[src/rtl/fetch_sequencer_pkg.sv]
`default_nettype none
// ============================================================================
// Module      : fetch_sequencer_pkg
// Description : Shared constants and state type for the fetch sequencer.
// Revision    : 1.0
// ============================================================================
package fetch_sequencer_pkg;

  localparam logic [15:0] DEF_RESET_VEC = 16'h0000;
  localparam logic [3:0]  DEF_HALT_OP   = 4'hF;

  localparam logic [2:0] COND_NEQ    = 3'b000;
  localparam logic [2:0] COND_EQ     = 3'b001;
  localparam logic [2:0] COND_GT     = 3'b010;
  localparam logic [2:0] COND_LT     = 3'b011;
  localparam logic [2:0] COND_GEQ    = 3'b100;
  localparam logic [2:0] COND_LEQ    = 3'b101;
  localparam logic [2:0] COND_OVFL   = 3'b110;
  localparam logic [2:0] COND_UNCOND = 3'b111;

  typedef enum logic [1:0] {
    IDLE   = 2'd0,
    REQ    = 2'd1,
    STALL  = 2'd2,
    HALTED = 2'd3
  } state_t;

endpackage
`default_nettype wire

[src/rtl/fetch_sequencer_branch_eval.sv]
`default_nettype none
// ============================================================================
// Module      : branch_eval
// Description : Combinational condition check and branch target computation.
// Revision    : 1.0
// ============================================================================
module branch_eval
  import fetch_sequencer_pkg::*;
(
  input  logic [2:0]  i_cond,
  input  logic [2:0]  i_flags,
  input  logic [15:0] i_pc,
  input  logic [8:0]  i_imm,
  output logic        o_taken,
  output logic [15:0] o_target
);

  logic w_n;
  logic w_v;
  logic w_z;

  assign {w_n, w_v, w_z} = i_flags;

  always_comb begin
    o_taken = 1'b0;
    case (i_cond)
      COND_NEQ:    o_taken = ~w_z;
      COND_EQ:     o_taken = w_z;
      COND_GT:     o_taken = ~w_z & ~w_n;
      COND_LT:     o_taken = w_n;
      COND_GEQ:    o_taken = w_z | ~w_n;
      COND_LEQ:    o_taken = w_z | w_n;
      COND_OVFL:   o_taken = w_v;
      COND_UNCOND: o_taken = 1'b1;
      default:     o_taken = 1'b1;
    endcase
  end

  // Word offset relative to the instruction after the branch; wraps mod 2^16.
  assign o_target = i_pc + 16'd2 + {{6{i_imm[8]}}, i_imm, 1'b0};

endmodule
`default_nettype wire

[src/rtl/fetch_sequencer.sv]
`default_nettype none
// ============================================================================
// Module      : fetch_sequencer
// Description : PC owner and instruction fetch sequencer with branch redirect,
//               wrong-path squash and HLT freeze. Optional perf counters are
//               enabled by defining FETCH_PERF_CNT_EN.
// Revision    : 1.0
// ============================================================================
module fetch_sequencer
  import fetch_sequencer_pkg::*;
#(
  parameter logic [15:0] RESET_VEC = DEF_RESET_VEC,
  parameter logic [3:0]  HALT_OP   = DEF_HALT_OP
`ifdef FETCH_PERF_CNT_EN
  ,
  parameter int          CNT_W     = 16
`endif
) (
  input  logic        clk,
  input  logic        rst_n,
  output logic        imem_req,
  output logic [15:0] imem_addr,
  input  logic        imem_rdy,
  input  logic [15:0] imem_data,
  output logic        if_valid,
  input  logic        if_ready,
  output logic [15:0] if_instr,
  output logic [15:0] if_pc,
  input  logic        br_valid,
  input  logic [2:0]  br_cond,
  input  logic [8:0]  br_imm,
  input  logic [2:0]  br_flags,
  input  logic [15:0] br_pc,
  output logic        br_taken,
  output logic        flush,
  output logic        halted,
  output logic [15:0] pc
`ifdef FETCH_PERF_CNT_EN
  ,
  output logic [CNT_W-1:0] perf_taken,
  output logic [CNT_W-1:0] perf_stall
`endif
);

  state_t      r_state;
  state_t      w_state_nxt;
  logic [15:0] r_pc;
  logic        r_valid;
  logic [15:0] r_instr;
  logic [15:0] r_ipc;
  logic        r_flush;
  logic        r_squash;
  logic        r_out;

  logic        w_cond_met;
  logic [15:0] w_target;
  logic        w_req;
  logic        w_fill;
  logic        w_is_halt;

  branch_eval u_branch_eval (
    .i_cond   (br_cond),
    .i_flags  (br_flags),
    .i_pc     (br_pc),
    .i_imm    (br_imm),
    .o_taken  (w_cond_met),
    .o_target (w_target)
  );

  assign br_taken  = br_valid & w_cond_met;

  // A new request is only started when the buffer is free or draining, so an
  // in-flight response always finds the buffer empty; an issued one is held.
  assign w_req     = (r_state == REQ) & ~r_squash & (r_out | ~r_valid | if_ready);
  assign w_fill    = w_req & imem_rdy & ~br_taken;
  assign w_is_halt = (imem_data[15:12] == HALT_OP);

  always_ff @(posedge clk or negedge rst_n) begin
    if (!rst_n) begin
      r_state <= IDLE;
    end else begin
      r_state <= w_state_nxt;
    end
  end

  always_comb begin
    w_state_nxt = r_state;
    case (r_state)
      IDLE:    w_state_nxt = REQ;
      REQ: begin
        if (w_fill && w_is_halt) begin
          w_state_nxt = HALTED;
        end else if (!r_squash && !w_req) begin
          w_state_nxt = STALL;
        end
      end
      STALL: begin
        if (!r_valid || if_ready) begin
          w_state_nxt = REQ;
        end
      end
      HALTED:  w_state_nxt = HALTED;
      default: w_state_nxt = IDLE;
    endcase
    if (br_taken) begin
      w_state_nxt = REQ;
    end
  end

  always_ff @(posedge clk or negedge rst_n) begin
    if (!rst_n) begin
      r_pc     <= RESET_VEC;
      r_valid  <= 1'b0;
      r_instr  <= 16'h0000;
      r_ipc    <= 16'h0000;
      r_flush  <= 1'b0;
      r_squash <= 1'b0;
      r_out    <= 1'b0;
    end else begin
      r_flush <= br_taken;
      r_out   <= ~br_taken & w_req & ~imem_rdy;
      if (br_taken) begin
        r_pc     <= w_target;
        r_valid  <= 1'b0;
        // Any response still owed by memory belongs to the wrong path.
        r_squash <= (w_req | r_squash) & ~imem_rdy;
      end else begin
        if (imem_rdy) begin
          r_squash <= 1'b0;
        end
        if (w_fill) begin
          r_valid <= 1'b1;
          r_instr <= imem_data;
          r_ipc   <= r_pc;
          if (!w_is_halt) begin
            r_pc <= r_pc + 16'd2;
          end
        end else if (if_ready) begin
          r_valid <= 1'b0;
        end
      end
    end
  end

  assign imem_req  = w_req;
  assign imem_addr = r_pc;
  assign if_valid  = r_valid;
  assign if_instr  = r_instr;
  assign if_pc     = r_ipc;
  assign flush     = r_flush;
  assign halted    = (r_state == HALTED);
  assign pc        = r_pc;

`ifdef FETCH_PERF_CNT_EN
  logic [CNT_W-1:0] r_perf_taken;
  logic [CNT_W-1:0] r_perf_stall;

  always_ff @(posedge clk or negedge rst_n) begin
    if (!rst_n) begin
      r_perf_taken <= '0;
      r_perf_stall <= '0;
    end else begin
      if (br_taken && !(&r_perf_taken)) begin
        r_perf_taken <= r_perf_taken + {{(CNT_W-1){1'b0}}, 1'b1};
      end
      if (r_valid && !if_ready && !(&r_perf_stall)) begin
        r_perf_stall <= r_perf_stall + {{(CNT_W-1){1'b0}}, 1'b1};
      end
    end
  end

  assign perf_taken = r_perf_taken;
  assign perf_stall = r_perf_stall;
`endif

endmodule
`default_nettype wire

[config.mk]
export PLATFORM = sky130hd
export DESIGN_NAME = fetch_sequencer
export DESIGN_NICKNAME = d
export VERILOG_FILES = /design/src/rtl/fetch_sequencer_pkg.sv /design/src/rtl/fetch_sequencer_branch_eval.sv /design/src/rtl/fetch_sequencer.sv
export SDC_FILE = /design/constraint.sdc
export NUM_CORES = 1
export LEC_CHECK = 0
export CORE_MARGIN = 5
export CORE_UTILIZATION = 41
export CTS_CLUSTER_DIAMETER = 60
export DETAILED_ROUTE_END_ITERATION = 8
export HOLD_SLACK_MARGIN = 0.12
export PLACE_DENSITY = 0.77
export REMOVE_ABC_BUFFERS = 1
export SETUP_SLACK_MARGIN = 0.15
export SLEW_MARGIN = 30
export SYNTH_ARGS = -nofsm -noshare
export SYNTH_HDL_FRONTEND = slang
export SYNTH_SLANG_ARGS = --single-unit
[constraint.sdc]
create_clock -name clk -period 2.4 [get_ports clk]
set_clock_uncertainty 0.2 [all_clocks]
set_input_delay 0.36 -clock clk [delete_from_list [all_inputs] [get_ports clk]]
set_output_delay 0.36 -clock clk [all_outputs]
set_load 0.01 [all_outputs]
After elaboration in Yosys (flattened, before gate mapping)
Cells that the tools add are included.
{"block": "op_classes", "n_eq_ne": 14, "addsub": 3, "bitwise_logic": 20, "reduce_logical": 14, "n_mux": 14}
{"cell": "16-bit 2-to-1 mux", "count": 3}
{"cell": "16-bit by 2-bit adder with 16-bit output, second input constant", "count": 2}
{"cell": "16-bit adder", "count": 1}
{"cell": "3-bit equality test, second input constant", "count": 4}
{"cell": "1-bit bitwise AND", "count": 9}
{"cell": "2-bit 2-to-1 mux", "count": 4}
{"cell": "1-bit case mux with 8 select lines", "count": 1}
{"cell": "2-bit case mux with 4 select lines", "count": 1}
{"cell": "3-bit by 2-bit equality test with 1-bit output, second input constant", "count": 2}
{"cell": "1-bit NOT", "count": 6}
{"cell": "2-bit AND reduction", "count": 3}
{"cell": "1-bit 2-to-1 mux", "count": 5}
{"cell": "1-bit bitwise OR", "count": 5}
{"cell": "2-bit equality test, second input constant", "count": 2}
{"cell": "4-bit equality test, second input constant", "count": 1}
{"cell": "4-bit by 2-bit inequality test with 1-bit output, second input constant", "count": 1}
{"cell": "2-bit nonzero test", "count": 2}
{"cell": "3-bit by 1-bit equality test with 1-bit output, second input constant", "count": 1}
{"cell": "1-bit logical NOT", "count": 3}
{"cell": "3-bit logical NOT", "count": 1}
{"cell": "3-bit inequality test, second input constant", "count": 1}
{"cell": "3-bit nonzero test", "count": 1}
{"cell": "2-bit by 1-bit equality test with 1-bit output, second input constant", "count": 1}
{"cell": "1-bit logical AND", "count": 2}
{"cell": "3 further kinds", "count": 3}
{"block": "totals", "ff_bits": 54, "out_inout_bits": 69, "elab_cells": 73}

Depth between registers and ports, before layout
Gate-level depths: netlist of run 1.
{"block": "depth", "word_depth": 10, "ltp_mapped": 11, "depth_no_buf": 11}

Hierarchy
A second synthesis of run 1 with hierarchy kept.
{"block": "unflattened", "hier_cells": 349, "area_unflattened_um2": 3453.3}
{"module": "fetch_sequencer", "cells_each": 219, "area_each_um2": 2501.1, "n_inst": 1}
{"module": "branch_eval", "cells_each": 130, "area_each_um2": 952.2, "n_inst": 1}

Least setup slack after synthesis of run 1
OpenSTA, ideal clock, no wires.
{"block": "synth_path", "path_kind": "input port to flip-flop", "startpoint": "input br_imm[1]", "endpoint": "register r_pc[14] (netlist: imem_addr[14])", "setup_ns": 0.133, "required_time_ns": 2.067, "t_arrival_ns": 2.445, "setup_slack_ns": -0.378, "path_buffers": 0, "path_stages": 9, "path_cell_list": "ha_1 ha_1 fa_1 a211oi_1 o21ai_0 a31o_2 a31oi_1 xor2_1 mux2i_1"}
{"block": "synth_via", "elab_chain_len": 2}
{"item": "from (decl)", "line": "fetch_sequencer.sv:31", "rtl": "input logic [8:0] br_imm,"}
{"item": "16-bit adder", "line": "fetch_sequencer_branch_eval.sv:40", "rtl": "assign o_target = i_pc + 16'd2 + {{6{i_imm[8]}}, i_imm, 1'b0};"}
{"item": "16-bit 2-to-1 mux", "line": "fetch_sequencer.sv:122", "rtl": "if (br_taken) begin"}
{"item": "to (signal assigned)", "line": "fetch_sequencer.sv:123", "rtl": "r_pc <= w_target;"}
{"item": "to (signal assigned)", "line": "fetch_sequencer.sv:136", "rtl": "r_pc <= r_pc + 16'd2;"}
{"item": "to (decl)", "line": "fetch_sequencer.sv:47", "rtl": "logic [15:0] r_pc;"}
Every way passes these cells.
A chain may end at the register's enable or synchronous reset.

Worst setup path after layout of run 1
{"block": "layout_path", "startpoint": "input br_pc[2]", "endpoint": "register r_pc[14] (netlist: imem_addr[14])"}
{"block": "layout_via", "elab_chain_len": 3}
{"item": "from (decl)", "line": "fetch_sequencer.sv:33", "rtl": "input logic [15:0] br_pc,"}
{"item": "16-bit by 2-bit adder with 16-bit output", "line": "fetch_sequencer_branch_eval.sv:40"}
{"item": "16-bit adder", "line": "fetch_sequencer_branch_eval.sv:40"}
{"item": "16-bit 2-to-1 mux", "line": "fetch_sequencer.sv:122"}
Every way passes these cells.

==> impl_metrics.env, run 1 <==
export IMPL_area_delta_synth_final_pct=67.1
export IMPL_coreArea_um2=7810
export IMPL_drv_slew=0
export IMPL_post_route_period_util_pct=96.7
export IMPL_rsz0062_at_grt="yes"
export IMPL_initial_utilization_pct=42.6
export IMPL_critPathLaunchType="primary input"
export IMPL_yosys_area_top_type="dfrtp_1"
export IMPL_clock_power_share_pct=10.3
export IMPL_synth_common_cells="54 x dfrtp_1, 33 x mux2_2, 28 x ha_1"
export IMPL_viasPerCell=5.10
export IMPL_hold_slack_ns=0.183
export IMPL_antenna_found_initial=0
export IMPL_syn_area_um2=3330
export IMPL_synthArstFlopShare_pct=100
export IMPL_hold_path_class="primary input to flop"
export IMPL_fmax_mhz=431
export IMPL_layout_drive_gt1_share_pct=38.6
export IMPL_syn_inst=303
export IMPL_routabilityCongestion=0.865
export IMPL_timing_rr_start="r_state[1]"
export IMPL_vdd_ir_drop_max_v=0.000342
export IMPL_num_rows=32
export IMPL_worst_pin_slew_ns=0.531
export IMPL_crit_end="imem_addr[14]"
export IMPL_final_util_pct=71.2
export IMPL_grt_total_usage_pct=17.5
export IMPL_crit_fanout=3
export IMPL_ctsRootBufferMaster="clkbuf_8"
export IMPL_ff2ff_path_depth=8
export IMPL_wirelength_um=9350
export IMPL_diodes=0
export IMPL_cts_tree="built"
export IMPL_synth_warnings=0
export IMPL_fin_ws_ns=0.0796
export IMPL_pwr_share_seq_pct=32.4
export IMPL_synth_seq_cells=54
export IMPL_antenna_left=0
export IMPL_die_h_um=100
export IMPL_die_area_um2=10000
export IMPL_vias=2927
export IMPL_r2r_slack_ns=0.19
export IMPL_cts_buffer_depth=2
export IMPL_ys_flop_type="dfrtp_1"
export IMPL_routedWlPerCell_um=16.3
export IMPL_top_level_ports=121
export IMPL_worstSkewPairLatency_ns=0.31
export IMPL_dp_hpwl_um=6540
export IMPL_die_w_um=100
export IMPL_port_buffers=120
export IMPL_grt_max_degree=32
export IMPL_finalSetupTns_ns=0
export IMPL_overflow=0
export IMPL_num_nets_final=552
export IMPL_p_sw_mw=1.75
export IMPL_place_ws_ns=-0.945
export IMPL_worstPathArrival_ns=2.31
export IMPL_worstSetupEndpointType="flop"
export IMPL_layout_cells_non_filler=574
export IMPL_drt_iter0_markers=54
export IMPL_placed_cells=548
export IMPL_cts_sinks=54
export IMPL_drv_cap=0
export IMPL_synth_top_area_share_pct=40.6
export IMPL_grt_pass1_vias=2959
export IMPL_final_setup_viol_count=0
export IMPL_critPathKind="primary input to flop"
export IMPL_internal_power_mw=3.27
export IMPL_avgSynthCellArea_um2=11.0
export IMPL_clk_pin_slew_ns=0.10
export IMPL_synth_cell_types=51
export IMPL_worstPathRequired_ns=2.39
export IMPL_p_leak_nw=2.37
export IMPL_r2r_end="if_pc[7]"
export IMPL_synth_sequential_area_ratio_pct=40.6
export IMPL_finalCriticalPeriod_ns=2.32
export IMPL_drc=0
export IMPL_startpoint="br_pc[2]"
export IMPL_numCtsBuffers=5
export IMPL_fillers=570
export IMPL_cts_htree_levels=2
export IMPL_synth_edff_count=0
export IMPL_hold_viol_final=0
export IMPL_dr_pass1_iters=4
export IMPL_outcome="finished clean"
export IMPL_power_density_nw_per_um2=903
export IMPL_switching_share_pct=34.9
export IMPL_yosysMostFrequentCell="dfrtp_1"
export IMPL_relSlewSlack_pct=64.6
export IMPL_combPwrFrac_pct=57.3
export IMPL_synth_top_cells_by_area="dfrtp_1 41%, mux2_2 11%, ha_1 11%, buf_4 3.8%, xnor2_1 3.4%"
export IMPL_grt_first_pass_wirelength_um=14400
-- per-stage QoR --
step,power (mW),cell area [µm²]
6_report,5.02,5560
4_1_cts,4.90,5290
5_1_grt,5.34,5560
3_3_place_gp,4.17,4850
3_5_place_dp,4.25,4850
2_1_floorplan,2.71,3120
-- worst max-delay path, stage by stage --
cell      delay [ns]
buf_6           0.10
ha_4            0.23
ha_4            0.16
fa_2            0.36
a211oi_4        0.29
o21ai_2         0.12
a31o_2          0.29
a31oi_4         0.17
xor2_1          0.16
mux2i_1         0.08
-- layout by cell type, fill, tap and decap left out, drive strengths merged, types with 3 or more instances in the layout --
cell type and count:
a211oi 4, a21o 3, a21oi 14, and4 4
buf 71, clkbuf 14, clkdlybuf4s50 93, dfrtp 54
dlygate4sd2 5, dlymetal6s2s 8, ha 28, inv 7
mux2 33, mux2i 4, nand2 17, nand3 6
nand4 5, nor2 14, nor2b 3, nor4 3
o211ai 5, o21ai 18, xnor2 13, xor2 13
-- routing by layer --
metal	part of all wire (%)	global-route usage, %
met5	0	0
met4	1.5	4.97
met3	5.3	2.71
met2	52	32.2
met1	41	21.2
-- power by group through the flow --
stage | logic (mW) | clock network, mW | registers, mW
2_1_floorplan | 0.866 | 0 | 1.84
3_3_place_gp | 2.55 | 0 | 1.62
3_5_place_dp | 2.59 | 0 | 1.66
4_1_cts | 2.73 | 0.534 | 1.63
5_1_grt | 3.08 | 0.563 | 1.69
6_report | 2.88 | 0.515 | 1.63
-- repair_timing --
| item | in CTS | in global routing |
|---|---|---|
| hold buffers | 1 | 0 |
| pin swaps | 39 | 34 |
| resized for setup | 85 | 52 |
| gates cloned | 0 | 3 |
| setup endpoints to repair | 43 | 39 |
| endpoints found under the hold margin | 22 | 0 |
| setup buffers | 9 | 5 |
-- cell families after synthesis --
family                     share of synthesized area [%]
buffers and inverters                               6.84
AOI/OAI and AO/OA                                   11.0
and+or+nand+nor                                     11.2
xor gates and xnor gates                            6.84
muxes                                               12.4
DFF                                                 40.6
adders and majority gates                           11.1
-- worst min path at each step --
stage | start | end | slack (ns) | depth (start not counted)
3_3_place_gp | rst_n | if_valid | 0.17 | 1
6_report | br_imm[0] | imem_addr[1] | 0.18 | 4
2_1_floorplan | rst_n | flush | -0.14 | 0
4_1_cts | br_imm[0] | imem_addr[1] | 0.21 | 4
3_5_place_dp | rst_n | r_state[1] | 0.17 | 1
5_1_grt | br_pc[1] | imem_addr[1] | 0.19 | 4
-- state kept, by name, indices dropped and copies added (netlist names) --
register / count
flush: 1
if_instr: 16
if_pc: 16
if_valid: 1
imem_addr: 16
r_out: 1
r_squash: 1
r_state: 2
-- final cells by class --
| cell class | instances | area [µm²] | share of cell area (%) |
|---|---|---|---|
| multi-input combinational | 216 | 2190 | 39.4 |
| timing repair buffer | 188 | 1770 | 31.8 |
| sequential | 54 | 1350 | 24.3 |
| tap | 102 | 128 | 2.29 |
| clock buffer | 5 | 68.8 | 1.24 |
| inverter | 6 | 27.5 | 0.495 |
| clock inverter | 3 | 23.8 | 0.427 |
(Power assumes the default switching activity.)
==> run 2: changes to the inputs <==
--- a/config.mk
+++ b/config.mk
@@ -5,11 +5,11 @@
 export SDC_FILE = /design/constraint.sdc
 export NUM_CORES = 1
 export LEC_CHECK = 0
+export CORE_ASPECT_RATIO = 0.5
 export CORE_MARGIN = 5
 export CORE_UTILIZATION = 41
 export CTS_CLUSTER_DIAMETER = 60
 export DETAILED_ROUTE_END_ITERATION = 8
-export HOLD_SLACK_MARGIN = 0.12
 export PLACE_DENSITY = 0.77
 export REMOVE_ABC_BUFFERS = 1
 export SETUP_SLACK_MARGIN = 0.15
==> run 2 against run 1 <==
  * Routed wire length up 2.9%
  * Maximum frequency down 2.7%
  * Utilization down 0.90 points
  * Critical path type unchanged
  * Sequential share of layout area down 0.11 points
  * Register-to-register slack worse by 0.02 ns
  * Sequential cell count unchanged
  * First-iteration DRC count rose to 2.7 times the previous value
  * Sequential power about the same
  * Via count up 1.2%
  * Clock power up 41%
==> impl_metrics.env, run 2 (synthesis gave the netlist of run 1 again) <==
export IMPL_routabilityCongestion=0.790
export IMPL_vdd_ir_drop_max_v=0.000419
export IMPL_grt_max_degree=55
export IMPL_num_nets_final=548
export IMPL_place_ws_ns=-0.954
export IMPL_fin_ws_ns=0.0160
export IMPL_drt_iter0_markers=145
export IMPL_crit_fanout=3
export IMPL_slowest_stage="fa_2"
export IMPL_vias=2962
export IMPL_ctsRootBufferMaster="clkbuf_16"
export IMPL_numCtsBuffers=5
export IMPL_worstSkewPairLatency_ns=0.29
export IMPL_finalCriticalPeriod_ns=2.38
export IMPL_max_stage_delay_ns=0.35
export IMPL_worstPathRequired_ns=2.37
export IMPL_drv_cap=0
export IMPL_area_delta_synth_final_pct=67.9
export IMPL_port_buffers=120
export IMPL_cts_buffer_depth=2
export IMPL_crit_chain="buf_6 -> ha_4 -> ha_4 -> fa_2 -> a211oi_2 -> buf_4 -> o21ai_4 -> a31o_4 -> a31oi_4 -> xor2_1 -> mux2i_1"
export IMPL_cp_top_family="adder cells"
export IMPL_clk_pin_slew_ns=0.07
export IMPL_finalSetupTns_ns=0
export IMPL_crit_top_cell="ha_4"
export IMPL_dp_hpwl_um=6510
export IMPL_routedWlPerCell_um=16.6
export IMPL_num_rows=23
export IMPL_critPathLaunchType="primary input"
export IMPL_drc=0
export IMPL_layout_drive_gt1_share_pct=35.7
export IMPL_final_util_pct=70.3
export IMPL_grt_pass1_vias=3005
export IMPL_hold_path_class="primary input to flop"
export IMPL_drv_slew=0
export IMPL_cts_tree="built"
export IMPL_die_w_um=137
export IMPL_cts_sinks=54
export IMPL_p_leak_nw=2.35
export IMPL_grt_total_usage_pct=18.9
export IMPL_diodes=0
export IMPL_worstSetupEndpointType="flop"
export IMPL_rsz0062_at_grt="yes"
export IMPL_cts_htree_levels=2
export IMPL_worstPathArrival_ns=2.35
export IMPL_critPathKind="primary input to flop"
export IMPL_initial_utilization_pct=41.9
export IMPL_coreArea_um2=7940
export IMPL_antenna_left=0
export IMPL_hold_slack_ns=0.222
export IMPL_relSlewSlack_pct=73.7
export IMPL_power_density_nw_per_um2=952
export IMPL_worst_pin_slew_ns=0.390
export IMPL_fmax_mhz=419
export IMPL_path_buf_inv=2
export IMPL_antenna_found_initial=0
export IMPL_die_area_um2=10100
export IMPL_mostFrequentLayoutCell="clkdlybuf4s50_1"
export IMPL_final_cell_mix="94 x clkdlybuf4s50_1, 54 x dfrtp_1, 49 x buf_4, 32 x mux2_2, 18 x ha_4"
export IMPL_wirelength_um=9620
export IMPL_overflow=0
export IMPL_outcome="finished clean"
export IMPL_post_route_period_util_pct=99.3
export IMPL_hold_viol_final=0
export IMPL_fillers=567
export IMPL_die_h_um=73.7
export IMPL_finalPower_mw=5.32
export IMPL_viasPerCell=5.11
export IMPL_grt_first_pass_wirelength_um=15200
export IMPL_final_setup_viol_count=0
export IMPL_dr_pass1_iters=4
export IMPL_top_level_ports=121
==> run 2: worst paths after layout <==
kind | from | end | slack, ns | depth (start not counted)
setup / recovery | br_imm[1] | imem_addr[14] | 0.02 | 11
hold / removal | br_pc[1] | imem_addr[1] | 0.22 | 4
setup reg to reg | r_state[1] | imem_addr[13] | 0.17 | 6
hold reg to reg | if_instr[0] | if_instr[0] | 0.30 | 1
min in group asynchronous | rst_n | r_state[0] | 0.40 | 3
max in group asynchronous | rst_n | imem_addr[6] | 1.36 | 3
==> run 2: layout make-up <==
type                            instances  area (µm²)  area share (%)
Clock buffer                            7         143            2.55
Timing Repair Buffer                  184        1780            31.9
Multi-Input combinational cell        216        2140            38.3
Tap cell                              112         140            2.51
Inverter                                6        22.5           0.403
Clock inverter                          1        5.00          0.0896
Sequential cell                        54        1350            24.2
==> run 2: worst reg2reg max path: cells and delay by family, from the launching register on <==
family	cells	cell delay [ns]
XOR/XNOR	1	0.17
AND/OR/NAND/NOR	4	1.26
flip-flops	1	0.38
multiplexers	1	0.14
==> run 2: stage by stage <==
stage	cells	cell area [µm²]
CTS	574	5430
floorplan	276	3120
finish	580	5590
global route	580	5590
global placement	557	4880
detailed placement	557	4880
==> run 2: power breakdown <==
part           internal [mW]  switching, mW  total [mW]
Sequential              1.31          0.330        1.64
Combinational           1.80           1.15        2.95
Clock                  0.414          0.312       0.726
==> run 2: what timing repair did <==
action,4_1_cts,5_1_grt
hold buffers,1,0
setup endpoints to repair,49,45
hold endpoints to repair,54,0
setup buffers,7,3
gates cloned,1,3
gates resized for setup,93,23
pin swaps,40,18
==> run 2: metal layers <==
layer  up-vias  GRT usage [%]  share of wire [%]
met3        13           2.26                5.0
met1      1451           23.1                 40
met2        87           35.6                 53
li1       1411              -                  -
met5         -              0                  0
met4         0           5.20                1.5
==> run 3: changes to the inputs <==
==> constraint.sdc (replaced) <==
create_clock -name clk -period 2.4 [get_ports clk]
set_clock_uncertainty 0.2 [all_clocks]
set_input_delay 0.36 -clock clk [delete_from_list [all_inputs] [get_ports clk]]
set_output_delay 0.36 -clock clk [all_outputs]
set_load 0.1 [all_outputs]
==> run 3 against run 2 <==
  * Maximum frequency is 4.8% higher
  * Register-to-register slack worse by 0.05 ns
  * Routed wire length is 5.1% lower
  * Critical path depth shrank 5
  * Design area is 3.0% lower
  * Utilization is 2.1 points lower
  * Non-clock buffer count decreased by 2
  * First-iteration DRC count is 41% lower
  * Die area unchanged
  * Sequential cell count did not move
  * Cell count down 0.52%
==> impl_metrics.env, run 3 (synthesis gave the netlist of run 1 again) <==
export IMPL_numCtsBuffers=5
export IMPL_cts_sinks=54
export IMPL_timing_rr_start="r_squash"
export IMPL_hold_viol_final=0
export IMPL_place_ws_ns=-0.940
export IMPL_mostFrequentLayoutCell="buf_4"
export IMPL_port_buffers=120
export IMPL_hold_path_class="primary input to flop"
export IMPL_overflow=0
export IMPL_coreArea_um2=7940
export IMPL_cts_tree="built"
export IMPL_die_area_um2=10100
export IMPL_dp_hpwl_um=6430
export IMPL_worstSkewPairLatency_ns=0.29
export IMPL_dr_pass1_iters=4
export IMPL_area_delta_synth_final_pct=62.9
export IMPL_drt_iter0_markers=86
export IMPL_grt_first_pass_wirelength_um=14100
export IMPL_layout_drive_gt1_share_pct=49.0
export IMPL_routedWlPerCell_um=15.8
export IMPL_fmax_mhz=439
export IMPL_worstSetupEndpointType="flop"
export IMPL_worstPathRequired_ns=2.37
export IMPL_grt_max_degree=55
export IMPL_grt_total_usage_pct=17.3
export IMPL_antenna_found_initial=0
export IMPL_drv_cap=0
export IMPL_final_cell_mix="114 x buf_4, 54 x dfrtp_1, 33 x mux2_2, 27 x clkdlybuf4s50_1, 22 x ha_4"
export IMPL_vias=2857
export IMPL_grt_pass1_vias=2887
export IMPL_critPathKind="flop to flop"
export IMPL_cts_htree_levels=2
export IMPL_num_rows=23
export IMPL_final_setup_viol_count=0
export IMPL_fillers=616
export IMPL_relSlewSlack_pct=79.6
export IMPL_design_area_um2=5420
export IMPL_outcome="finished clean"
export IMPL_fin_ws_ns=0.124
export IMPL_critPathLaunchType="flop"
export IMPL_r2r_end="imem_addr[7]"
export IMPL_diodes=0
export IMPL_worst_pin_slew_ns=0.307
export IMPL_clk_pin_slew_ns=0.07
export IMPL_drc=0
export IMPL_top_level_ports=121
export IMPL_initial_utilization_pct=41.9
export IMPL_r2r_slack_ns=0.12
export IMPL_min_delay_start="br_pc[1]"
export IMPL_regArea_um2=1350
export IMPL_ctsRootBufferMaster="clkbuf_16"
export IMPL_cts_buffer_depth=2
export IMPL_rsz0062_at_grt="yes"
export IMPL_hold_depth=4
export IMPL_routabilityCongestion=0.813
export IMPL_multi_input_area_um2=2130
export IMPL_post_route_period_util_pct=94.8
export IMPL_drv_slew=0
export IMPL_wirelength_um=9130
export IMPL_antenna_left=0
export IMPL_viasPerCell=4.95
export IMPL_ff2ff_path_depth=6
export IMPL_die_h_um=73.7
export IMPL_finalCriticalPeriod_ns=2.28
export IMPL_min_to="imem_addr[1]"
export IMPL_die_w_um=137
export IMPL_placed_area_um2=4740
export IMPL_crit_fanout=5
export IMPL_num_nets_final=546
export IMPL_worstPathArrival_ns=2.25
## run 3: cell count changes in the layout (fill, tap and decap cells not counted), sizes merged
cell	change
dlymetal6s2s	-2
clkdlybuf4s50	-67
dlygate4sd2	+1
clkinv	-1
clkdlybuf4s15	+2
buf	+67
clkbuf	-3
## run 3: stage by stage
step	util, %	setup TNS, ns	hold slack [ns]	cells
finish	68.2	0	0.220	577
global route	68.2	0	0.241	577
CTS	66.1	0	0.226	574
detailed placement	59.7	-8.84	0.181	557
global placement	59.7	-7.82	0.179	557
floorplan	-	-98.47	-0.136	276
## run 3: final cells by class
class                           count  share of cell area (%)
Inverter                            6                   0.462
Clock buffer                        7                    2.45
Timing Repair Buffer              182                    30.2
Multi-Input combinational cell    216                    39.4
Tap cell                          112                    2.59
Sequential cell                    54                    24.9
## run 3: timing repair
item	4_1_cts	5_1_grt
setup endpoints to repair	48	42
gates cloned	1	2
setup buffers	8	1
hold buffers	1	0
pin swaps	37	14
hold endpoints to repair	54	0
gates resized for setup	87	21
## run 3: worst max-delay path by stage
stage               startpoint       endpoint  cells after the start
finish                r_squash   imem_addr[7]                      6
global route          r_squash  imem_addr[13]                      6
CTS                   br_pc[1]  imem_addr[14]                     12
detailed placement   br_imm[1]  imem_addr[14]                     10
global placement     br_imm[1]  imem_addr[14]                     10
floorplan             if_valid       if_pc[4]                      5
## run 3: critical path: stages (launching register included)
cell,delay [ns]
dfrtp_1,0.40
or3b_4,0.40
or4b_4,0.55
nor2_4,0.20
nand4_1,0.14
xor2_1,0.19
o21ai_1,0.08
## run 3: routing by layer
| layer | track usage, % | vias to the layer above | routed length [µm] |
|---|---|---|---|
| li1 | - | 1400 | - |
| met1 | 22.0 | 1389 | 3860 |
| met5 | 0 | - | 0 |
| met3 | 2.53 | 7 | 418 |
| met4 | 3.21 | 0 | 61 |
| met2 | 31.7 | 61 | 4790 |
Power of run 3 is not shown: default switching activity piles up to over one toggle a cycle in this logic, so the estimate is an artifact.
